### src/rtl/comparador_pkg.sv
// Shared definitions for the serial equality comparator.
//   state_t : FSM encoding used by comparador_serial (IDLE, COMPARE, DONE)
//   SLICE_W : number of operand bits examined per clock
package comparador_pkg;

  typedef enum logic [1:0] {
    IDLE    = 2'd0,
    COMPARE = 2'd1,
    DONE    = 2'd2
  } state_t;

  localparam int SLICE_W = 2;

endpackage : comparador_pkg

### src/rtl/comparador_2bits.sv
// 2-bit equality comparator (combinational).
//   A, B : 2-bit slices to compare
//   X    : 1 when A == B
module comparador_2bits (
  input  logic [1:0] A,
  input  logic [1:0] B,
  output logic       X
);

  assign X = (A == B);

endmodule : comparador_2bits

### src/rtl/comparador_serial.sv
// Sequential WIDTH-bit equality comparator. Walks both operands MSB-first,
// one 2-bit slice per clock, through a single comparador_2bits instance,
// and reports whether the words are equal and which slice mismatched first.
//
// Optional build macro: COMPARADOR_SERIAL_EARLY_EXIT_EN
//   defined   : leave COMPARE on the first mismatching slice
//   undefined : always scan all N slices (fixed latency)
//
// Ports:
//   clk      : rising-edge clock
//   reset    : asynchronous active-high reset
//   start    : request, only honoured in IDLE
//   a_in     : operand A, captured on the accepted start edge
//   b_in     : operand B, captured on the accepted start edge
//   busy     : high in COMPARE and DONE
//   done     : one-cycle pulse, eq/diff_idx valid
//   eq       : 1 = operands equal, held until the next result
//   diff_idx : first mismatching slice (0 = MSB slice), 0 when equal, held
//
// Handshake: start is a level sampled on each edge while IDLE; the edge that
// sees start=1 in IDLE captures the operands. There is no backpressure on the
// result: done is a single-cycle pulse and eq/diff_idx stay valid afterwards.
module comparador_serial
  import comparador_pkg::*;
#(
  parameter  int WIDTH = 8,
  localparam int N     = WIDTH / 2,
  localparam int IDX_W = (N > 1) ? $clog2(N) : 1
) (
  input  logic             clk,
  input  logic             reset,
  input  logic             start,
  input  logic [WIDTH-1:0] a_in,
  input  logic [WIDTH-1:0] b_in,
  output logic             busy,
  output logic             done,
  output logic             eq,
  output logic [IDX_W-1:0] diff_idx
);

  localparam logic [IDX_W-1:0] LAST_IDX = IDX_W'(N - 1);

  state_t           state_q, state_d;
  logic [WIDTH-1:0] a_sh_q, a_sh_d;
  logic [WIDTH-1:0] b_sh_q, b_sh_d;
  logic [IDX_W-1:0] cnt_q, cnt_d;
  logic             eq_acc_q, eq_acc_d;
  logic             seen_q, seen_d;
  logic [IDX_W-1:0] diff_acc_q, diff_acc_d;
  logic             eq_q, eq_d;
  logic [IDX_W-1:0] diff_idx_q, diff_idx_d;

  logic             slice_eq;
  logic             first_miss;
  logic             last_slice;
  logic             finish;

  comparador_2bits u_cmp (
    .A (a_sh_q[WIDTH-1 -: SLICE_W]),
    .B (b_sh_q[WIDTH-1 -: SLICE_W]),
    .X (slice_eq)
  );

  // First mismatch in this operation: only the earliest slice is recorded.
  assign first_miss = !slice_eq && !seen_q;
  assign last_slice = (cnt_q == LAST_IDX);

`ifdef COMPARADOR_SERIAL_EARLY_EXIT_EN
  assign finish = last_slice || !slice_eq;
`else
  assign finish = last_slice;
`endif

  always_ff @(posedge clk or posedge reset) begin
    if (reset) begin
      state_q    <= IDLE;
      a_sh_q     <= '0;
      b_sh_q     <= '0;
      cnt_q      <= '0;
      eq_acc_q   <= 1'b0;
      seen_q     <= 1'b0;
      diff_acc_q <= '0;
      eq_q       <= 1'b0;
      diff_idx_q <= '0;
    end else begin
      state_q    <= state_d;
      a_sh_q     <= a_sh_d;
      b_sh_q     <= b_sh_d;
      cnt_q      <= cnt_d;
      eq_acc_q   <= eq_acc_d;
      seen_q     <= seen_d;
      diff_acc_q <= diff_acc_d;
      eq_q       <= eq_d;
      diff_idx_q <= diff_idx_d;
    end
  end

  always_comb begin
    state_d    = state_q;
    a_sh_d     = a_sh_q;
    b_sh_d     = b_sh_q;
    cnt_d      = cnt_q;
    eq_acc_d   = eq_acc_q;
    seen_d     = seen_q;
    diff_acc_d = diff_acc_q;
    eq_d       = eq_q;
    diff_idx_d = diff_idx_q;

    unique case (state_q)
      IDLE: begin
        if (start) begin
          a_sh_d     = a_in;
          b_sh_d     = b_in;
          cnt_d      = '0;
          eq_acc_d   = 1'b1;
          seen_d     = 1'b0;
          diff_acc_d = '0;
          state_d    = COMPARE;
        end
      end
      COMPARE: begin
        eq_acc_d = eq_acc_q & slice_eq;
        if (first_miss) begin
          diff_acc_d = cnt_q;
          seen_d     = 1'b1;
        end
        a_sh_d = a_sh_q << SLICE_W;
        b_sh_d = b_sh_q << SLICE_W;
        cnt_d  = cnt_q + IDX_W'(1);
        if (finish) begin
          // Published results include the slice being compared on this edge.
          eq_d       = eq_acc_q & slice_eq;
          diff_idx_d = first_miss ? cnt_q : diff_acc_q;
          state_d    = DONE;
        end
      end
      DONE: begin
        state_d = IDLE;
      end
      default: begin
        state_d = IDLE;
      end
    endcase
  end

  assign busy     = (state_q != IDLE);
  assign done     = (state_q == DONE);
  assign eq       = eq_q;
  assign diff_idx = diff_idx_q;

endmodule : comparador_serial

### config.mk
export PLATFORM = sky130hd
export DESIGN_NAME = comparador_serial
export DESIGN_NICKNAME = d
export VERILOG_FILES = /design/src/rtl/comparador_pkg.sv /design/src/rtl/comparador_2bits.sv /design/src/rtl/comparador_serial.sv
export SDC_FILE = /design/constraint.sdc
export NUM_CORES = 1
export LEC_CHECK = 0
export CORE_ASPECT_RATIO = 1.2
export CORE_MARGIN = 4
export CORE_UTILIZATION = 50
export DETAILED_ROUTE_END_ITERATION = 8
export PLACE_DENSITY_LB_ADDON = 0.05
export SLEW_MARGIN = 20
export SYNTH_ARGS = -nofsm -noshare
export SYNTH_HDL_FRONTEND = slang
export SYNTH_HIERARCHICAL = 1
export SYNTH_SLANG_ARGS = --single-unit
### constraint.sdc
create_clock -name clk -period 2 [get_ports clk]
set_clock_uncertainty 0.15 [all_clocks]
set_input_delay 0.5 -clock clk [delete_from_list [all_inputs] [get_ports clk]]
set_output_delay 0.5 -clock clk [all_outputs]
set_load 0.05 [all_outputs]
# [Yosys cells after proc, flatten, opt, wreduce, memory -nomap -nowiden]
# Cells that the tools add are included.
[totals] memories=0 ff_bits=27 mem_bits_ro=0 ramBits=0 inputBits=19 latchBits=0 output_inout_bits=5
[classes] mux=16 n_eq_ne=7 order_cmp=0 add_sub_neg=1 n_bitwise=1 n_div=0 shift=0 n_mul=0 n_reduce_logical=10
[ops] operator="8-bit case mux with 2 select lines" n=2
[ops] operator="8-bit two-way mux" n=2
[ops] operator="2-bit case mux with 2 select lines" n=3
[ops] operator="2-bit two-way mux" n=4
[ops] operator="2-bit != test (second input constant)" n=3
[ops] operator="2-bit AND reduction" n=3
[ops] operator="2-bit == test (second input constant)" n=2
[ops] operator="1-bit case mux with 2 select lines" n=2
[ops] operator="2-bit nonzero test" n=2
[ops] operator="1-bit two-way mux" n=3
[ops] operator="3-bit AND reduction" n=1
[ops] operator="2-bit by 1-bit adder with 2-bit output (second input constant)" n=1
[ops] operator="2-bit by 1-bit == test with 1-bit output (second input constant)" n=1
[ops] operator="2-bit == test" n=1
[ops] operator="1-bit logical NOT" n=2
[ops] operator="2-bit logical NOT" n=1
[ops] operator="1-bit AND" n=1
[ops] operator="1-bit logical AND" n=1

# [Logic depth before layout (Yosys ltp)]
# Gate-level depths: netlist of the first run.
[logic_depth] ltp_word=5 ltp_mapped=5

# [By module]
# Netlist of the first run, hierarchy kept.
[by_module_without_submodules] mod="comparador_serial" area_per_inst_um2=1229.9 cells_per_inst=119 instances=1
[by_module_without_submodules] mod="comparador_2bits" area_per_inst_um2=21.3 cells_per_inst=3 instances=1

# [Worst setup path after synthesis of the first run]
# Ideal clock, no wire load.
[synth_path] path_kind="flip-flop to output port" startpoint="register state_q[0]" endpoint="output port done" path_stages_with_launch=3 arrival_time_ns=1.250 t_required_ns=1.350 setup_slack_ns=0.100 cell_sequence="dfrtp_1 buf_2 nor2b_1"
[synth_via] elab_chain_len=1
[synth_rtl] item="from (decl)" line_no="comparador_serial.sv:43" source="state_t state_q, state_d;"
[synth_rtl] item="from (signal assigned)" line_no="comparador_serial.sv:86" source="state_q <= state_d;"
[synth_rtl] item="2-bit == test" line_no="comparador_serial.sv:147" source="assign done = (state_q == DONE);"
[synth_rtl] item="to (decl)" line_no="comparador_serial.sv:36" source="output logic done,"
# No other way between the ends.

# [Worst setup path in the final report of the first run]
[layout_path] startpoint="register state_q[1]" endpoint="output port busy"
[layout_via] elab_chain_len=1
[layout_rtl] item="2-bit nonzero test" line_no="comparador_serial.sv:146" source="assign busy = (state_q != IDLE);"
[layout_rtl] item="to (decl)" line_no="comparador_serial.sv:35" source="output logic busy,"
# No other way between the ends.

==> summary.md, run 1 <==
| Metric | Value |
|---|---|
| Post-synth net total | 142 |
| Max cap viols | 0 |
| Setup violations, final | 0 |
| Critical-path maximum fanout | 9 |
| Worst r2r src | state_q[1]$_DFFE_PP0P_ |
| Die X-Extent | around 54 microns |
| Area grow syn2layout | 26.00% |
| Worst reg2reg endpoint | b_sh_q[7]$_DFFE_PP0P_ |
| Syn_area_per_cell | just over 10 sq um |
| Clock tree sinks | 27 |
| Sw power | between 0.9 and 1 mW |
| Cell count after synthesis | 122 |
| Clock Path Buffers | 2 |
| DR pass1 iterations | 4 |
| Synth warnings | 6 |
| Setup crit start kind | flip-flop |
| CP arrival | ~1300 ps |
| Place WS | around 96 ps |
| # IOs | 24 |
| Worst Hold End | a_sh_q[5]$_DFFE_PP0P_ |
| Initial antenna violation count | 0 |
| Vias post-DR | 952 |
| Max-slew violation count | 0 |
| First-pass GRT wire length | roughly 4.3 mm |
| GRT Util Overall | 0.1724 |
| Power Density | 1419 nW/um^2 |
| Commonest non-fill, non-tap cell in the layout | dfrtp_1 |
| RD Place Congestion | 0.7340 |
| Detailed Route WL | between 2 and 2.5 mm |
| DR DRC count | 0 |
| Hpwl dp | approximately 1.8 mm |
| Die area | ~3400 sq um |
| Synth top area cells | dfrtp_1 54%, mux2i_1 11%, o21ai_0 8.4% |
| Diodes inserted | 0 |
| I/O Buffers | 23 |
| Reg2reg path depth | 4 |
| Comb pwr share | 0.480 |
| Unique masters post-synth | 22 |
| Vias in the first global route | just under 1k |
| Final Hold Viols | 0 |
| Root buf cell | clkbuf_4 |
| Final core occ | 0.6767 |
| Post-DRT Antenna Nets | 0 |
| Type of the most critical hold path | reg2reg |
| Worst vdd ir | approximately 0.00085 V |
| Hold path cells | 2 |
| F_max | 0.5147 GHz |
| Max transition margin | 0.7418 |
| Most frequent cells in the layout | 25 x dfrtp_1, 21 x nand2_1, 21 x o21ai_0 |
| Via/cell ratio | around 5.2 |
| Row count | 19 |
| Yosys top cell by area | dfrtp_1 |
| Critical path type | reg2out |
| Seq/Total Area, Yosys | 0.5400 |
| Worst Setup Slack, final | approximately 57 ps |
| Iter 0 DRT Violations | 20 |
| Static Leak | approximately 0.7 nW |
| WHS | around 350 ps |
| Hold Crit Start | a_sh_q[5]$_DFFE_PP0P_ |
| Kind of end point of the critical path | output port |
| Largest net degree at the start of global routing | 28 |
| Share of the synthesized area in the top cell type | 0.5400 |
| Clk slew on worst S/H paths | roughly 140 ps |
| Syn Std Cell Area | ~1300 sq um |
| Final min period | 1943 ps |
| Least-Margin Pin Slew | 385.9 ps |
| Proportion of power drawn by the clock network | 0.104 |
| Core area | 2330 sq um |
| Sw Ratio | 0.4033 |
| Grt ovf | 0 |
| Area of the multi-input gates | ~520 sq um |
| Final nets | around 170 |
| Setup Total Neg Slack | 0 ps |
| Internal Power | 1.335 mW |
| Outcome | finished, final reports clean |
| Die Y | approximately 63 microns |
| R2R setup slack | about 370 ps |
| Layout fillers | approximately 210 |
| Starting Density | 0.5371 |
| Routed WL per cell | between 10 and 15 microns |
| Sequential share of power | 0.416 |
| Crit share post-route | 0.9715 |
| CP required | roughly 1400 ps |
| Synthesis-stage register bit count | 27 |
| H-tree levels | 1 |
| FF+latch area | between 600 and 700 sq um |
| Cts bufs inserted | 3 |
| Worst-Skew Late Latency | 320 ps |
| Share of post-route cells with drive strength above 1 | 0.1447 |
| TritonCTS clock tree | yes |
[Yosys cell counts]
cell type  instances
nor2_1             4
o21ai_0           21
nand2_1           21
and2b_1            1
ha_1               1
nor2b_1            5
a21oi_1            5
o21bai_1           1
xor2_1             2
nand2b_1           1
o21bai_2           1
o21ai_1            3
a22o_1             1
nor2b_2            1
buf_2              2
a32o_1             2
nand3b_1           1
dfrtp_1           27
or2_2              1
inv_1              3
buf_4              4
mux2i_1           14
[registers in the layout (all words and copies together), names as in the netlist]
register	count
a_sh_q	8
b_sh_q	8
cnt_q	2
diff_acc_q	2
diff_idx	2
state_q	2
eq	1
eq_acc_q	1
seen_q	1
[metal layers]
metal	up-vias	share of wire	track usage	routed length [microns]
met1	456	0.42	0.2083	1035
met4	0	0.017	0.08626	42
met3	4	0.038	0.02387	95
met5	-	0	0	0
met2	19	0.53	0.2864	1304
li1	473	-	-	-
[area by class of cell]
class	count	area share
Multi-Input combinational cell	86	0.3325
Inverter	3	0.007143
Clock buffer	4	0.01667
Tap cell	31	0.02460
Timing Repair Buffer	32	0.1889
Sequential cell	27	0.4302
[cell families (layout without fill, tap and decap cells)]
family / after synthesis / count (layout) / synth area share
and+or+nand+nor: 35 / 35 / 0.1290
AOI/OAI and AO/OA: 34 / 34 / 0.1540
DFF: 27 / 27 / 0.5400
muxes: 14 / 14 / 0.1120
buffers and inverters: 9 / 39 / 0.04100
xor gates and xnor gates: 2 / 2 / 0.01400
adders and majority gates: 1 / 1 / 0.009998
[critical path, cell delays in order (launching register included)]
cell     delay (ps)
dfrtp_2         500
or2_2           290
buf_4           190
[what timing repair did]
action                     in CTS  in global routing
hold buffers                    0                  0
setup endpoints to repair       2                  1
gates resized for setup         2                  0
pin swaps                       0                  0
setup buffers                   1                  3
[how the worst max path moves through the flow]
stage / cells after the start / startpoint / slack, ps / to
3_3_place_gp: 4 / start / 130 / cnt_q[1]$_DFFE_PP0P_
4_1_cts: 2 / state_q[1]$_DFFE_PP0P_ / 20 / busy
5_1_grt: 2 / state_q[1]$_DFFE_PP0P_ / -3 / busy
2_1_floorplan: 2 / state_q[0]$_DFFE_PP0P_ / 100 / done
6_report: 2 / state_q[1]$_DFFE_PP0P_ / 60 / busy
3_5_place_dp: 4 / start / 100 / b_sh_q[0]$_DFFE_PP0P_
[metrics by stage]
stage | instances | area [sq um] | power [mW]
3_5_place_dp | 175 | 1518 | 1.980
4_1_cts | 180 | 1554 | 2.235
2_1_floorplan | 122 | 1251 | 1.711
3_3_place_gp | 175 | 1518 | 1.938
5_1_grt | 183 | 1577 | 2.446
6_report | 183 | 1577 | 2.237
[power by group through the flow]
stage | registers (mW) | clock network, mW | logic (mW)
global route | 0.966 | 0.272 | 1.21
detailed placement | 0.967 | 0 | 1.01
finish | 0.931 | 0.232 | 1.07
global placement | 0.949 | 0 | 0.989
CTS | 0.938 | 0.244 | 1.05
floorplan | 0.944 | 0 | 0.766
Note: power is estimated with default switching activity, not from simulation.
==> run 2, diff against run 1 <==
--- a/config.mk
+++ b/config.mk
@@ -6,11 +6,11 @@
 export NUM_CORES = 1
 export LEC_CHECK = 0
 export CORE_ASPECT_RATIO = 1.2
-export CORE_MARGIN = 4
 export CORE_UTILIZATION = 50
 export DETAILED_ROUTE_END_ITERATION = 8
 export PLACE_DENSITY_LB_ADDON = 0.05
-export SLEW_MARGIN = 20
+export SETUP_SLACK_MARGIN = 0.2
+export SLEW_MARGIN = 10
 export SYNTH_ARGS = -nofsm -noshare
 export SYNTH_HDL_FRONTEND = slang
 export SYNTH_HIERARCHICAL = 1
==> summary.md, run 2 (synthesis results as in run 1) <==
| Metric | Value |
|---|---|
| Hold path cells | 2 (unchanged) |
| GRT Util Overall | 0.2146 (+0.04225) |
| Finished layout cell area | 1617 sq um (+2.5%) |
| Worst-Skew Late Latency | 320 ps (about the same) |
| GRT met2 Usage | 0.3718 (+0.08546) |
| DR DRC count | 0 (unchanged) |
| Final Power | 2.309 mW (+3.2%) |
| Share of post-route cells with drive strength above 1 | 0.1623 (+0.01760) |
| Crit-path cells | or2_4 > buf_8 |
| Commonest non-fill, non-tap cell in the layout | dfrtp_1 |
| Post-DRT Antenna Nets | 0 (unchanged) |
| Die Y | 56.80 microns (-9.6%) |
| Path length in cells of the critical path | 2 (unchanged) |
| TritonCTS clock tree | yes |
| Routed WL per cell | 13.20 microns (-2.5%) |
| Critical path type | reg2out |
| CP required | 1350 ps (about the same) |
| Setup crit start kind | flip-flop |
| Critical-path maximum fanout | 3 (-6) |
| GRT busiest layer | met2 |
| Max transition margin | 0.7468 (+0.005035) |
| RD Place Congestion | 0.6982 (-4.9%) |
| Clk slew on worst S/H paths | 140 ps (about the same) |
| Cts bufs inserted | 3 (unchanged) |
| CP arrival | 1170 ps (-120 ps) |
| Critical Path End | busy |
| Setup Total Neg Slack | 0 ps (unchanged) |
| Clock Path Buffers | 2 (unchanged) |
| Most frequent cells in the layout | 25 x dfrtp_1, 21 x nand2_1, 21 x o21ai_0 |
| M1 GR Usage | 0.2617 (+0.05337) |
| Worst Setup Slack, final | 177.3 ps (+120.2 ps) |
| Diodes inserted | 0 (unchanged) |
| Least-Margin Pin Slew | 378.3 ps (-7.525 ps) |
| Reg2reg path depth | 5 (+1) |
| CP peak stage delay | 450 ps (-50 ps) |
| Largest net degree at the start of global routing | 28 (unchanged) |
| Max cap viols | 0 (unchanged) |
| Top Registers | a_sh_q: 8 flops, b_sh_q: 8 flops |
| Die X-Extent | 47.67 microns (-11%) |
| Worst vdd ir | 0.0008068 V (-4.6%) |
| Cell family with most CP delay | flip-flops |
| Worst r2r src | b_sh_q[7]$_DFFE_PP0P_ |
| CP Buf/Inv Count | 1 (unchanged) |
| Hold-fix buffers, CTS | 0 (unchanged) |
| First-pass GRT wire length | 4.119 mm (-4.0%) |
| Hpwl dp | 1.761 mm (-2.2%) |
| Final min period | 1823 ps (-120.2 ps) |
| Layout fillers | 207 (+0.49%) |
| Setup violations, final | 0 (unchanged) |
| I/O Buffers | 23 (unchanged) |
| Vias post-DR | 959 (+0.74%) |
| Outcome | finished, final reports clean |
| Crit share post-route | 0.9114 (-0.06011) |
| Vias in the first global route | 1004 (+3.0%) |
| Power Density | 1428 nW/um^2 (+0.64%) |
| Final Hold Viols | 0 (unchanged) |
| Via/cell ratio | 5.184 (-0.35%) |
| Detailed Route WL | 2.442 mm (-1.5%) |
| Area grow syn2layout | 29.20% |
| FF+latch area | 678.2 sq um (unchanged) |
| Area of the multi-input gates | 534.3 sq um (+1.9%) |
| Clock tree sinks | 27 (unchanged) |
| F_max | 0.5486 GHz (+6.6%) |
| Grt ovf | 0 (unchanged) |
| Max-slew violation count | 0 (unchanged) |
| R2R setup slack | 370 ps (about the same) |
| H-tree levels | 1 (unchanged) |
| Type of the most critical hold path | reg2reg |
| Dpl cell area | 1528 sq um (+0.66%) |
| Met3 usage | 0.02894 (+0.005073) |
| RSZ-0062 raised after global routing | yes |
| CP Launch Point | state_q[0]$_DFFE_PP0P_ |
| Initial antenna violation count | 0 (unchanged) |
| Iter 0 DRT Violations | 8 (-60%) |
| Kind of end point of the critical path | output port |
| Root buf cell | clkbuf_4 |
| DR pass1 iterations | 4 (unchanged) |
| Row count | 19 (unchanged) |
| Place WS | 181.2 ps (+85.37 ps) |
| # IOs | 24 (unchanged) |
| Die area | 2707 sq um (-20%) |
| CP max-delay cell | dfrtp_2 |
| Core area | 2330 sq um (unchanged) |
| Worst reg2reg endpoint | diff_acc_q[0]$_DFFE_PP0P_ |
| Final nets | 175 (+1.2%) |
| Static Leak | 0.7371 nW (+2.2%) |
| Starting Density | 0.5371 (unchanged) |
==> run 2: tightest hold or removal path, delay by kind of cell (launching register included) <==
kind,cells,cell delay (ps)
flip-flops,1,370
AO/OA/AOI/OAI,1,60
AND/OR/NAND/NOR,1,40
==> run 2: worst min path at each step <==
| stage | startpoint | to | slack (ps) |
|---|---|---|---|
| finish | a_sh_q[3]$_DFFE_PP0P_ | a_sh_q[3]$_DFFE_PP0P_ | 350 |
| global route | a_sh_q[4]$_DFFE_PP0P_ | a_sh_q[4]$_DFFE_PP0P_ | 390 |
| CTS | a_sh_q[3]$_DFFE_PP0P_ | a_sh_q[3]$_DFFE_PP0P_ | 360 |
| detailed placement | a_sh_q[3]$_DFFE_PP0P_ | a_sh_q[3]$_DFFE_PP0P_ | 330 |
| global placement | b_sh_q[3]$_DFFE_PP0P_ | b_sh_q[3]$_DFFE_PP0P_ | 310 |
| floorplan | b_sh_q[4]$_DFFE_PP0P_ | b_sh_q[4]$_DFFE_PP0P_ | 300 |
==> run 2: cell type report <==
class                      instances  share of cell area
clock buffer                       4             0.01625
inverter                           3            0.006966
multi-input combinational         86              0.3305
sequential                        27              0.4195
tap                               31             0.02399
timing repair buffer              34              0.2028
==> run 2: layer usage <==
| layer | wire (microns) | vias to the layer above |
|---|---|---|
| li1 | - | 478 |
| met1 | 1065 | 461 |
| met2 | 1294 | 15 |
| met3 | 43 | 5 |
| met4 | 39 | 0 |
| met5 | 0 | - |
==> run 2: repair_timing <==
item / 4_1_cts / 5_1_grt
gates resized for setup: 8 / 0
setup endpoints to repair: 2 / 2
hold endpoints to repair: 0 / 0
setup buffers: 4 / 1
==> run 2: report_power, final <==
group          switching, mW  internal (mW)  leakage [nW]  total [mW]
sequential             0.154          0.768         0.343       0.922
clock                  0.154         0.0781        0.0150       0.232
combinational          0.619          0.536         0.379        1.15
==> run 2: metrics by stage <==
| step | std cells | util | hold WS (ps) |
|---|---|---|---|
| 2_1_floorplan | 122 | - | 298.9 |
| 3_3_place_gp | 176 | 0.6557 | 310.5 |
| 3_5_place_dp | 176 | 0.6557 | 327.2 |
| 4_1_cts | 184 | 0.6907 | 358.3 |
| 5_1_grt | 185 | 0.6939 | 387.4 |
| 6_report | 185 | 0.6939 | 348.4 |
==> run 3, diff against run 2 <==
--- a/config.mk
+++ b/config.mk
@@ -5,12 +5,12 @@
 export SDC_FILE = /design/constraint.sdc
 export NUM_CORES = 1
 export LEC_CHECK = 0
+export ABC_CLOCK_PERIOD_IN_PS = 2000
 export CORE_ASPECT_RATIO = 1.2
 export CORE_UTILIZATION = 50
 export DETAILED_ROUTE_END_ITERATION = 8
 export PLACE_DENSITY_LB_ADDON = 0.05
 export SETUP_SLACK_MARGIN = 0.2
-export SLEW_MARGIN = 10
 export SYNTH_ARGS = -nofsm -noshare
 export SYNTH_HDL_FRONTEND = slang
 export SYNTH_HIERARCHICAL = 1
==> results of run 3 <==
Same layout as run 2: the final DEF is identical, and so are final timing and power.
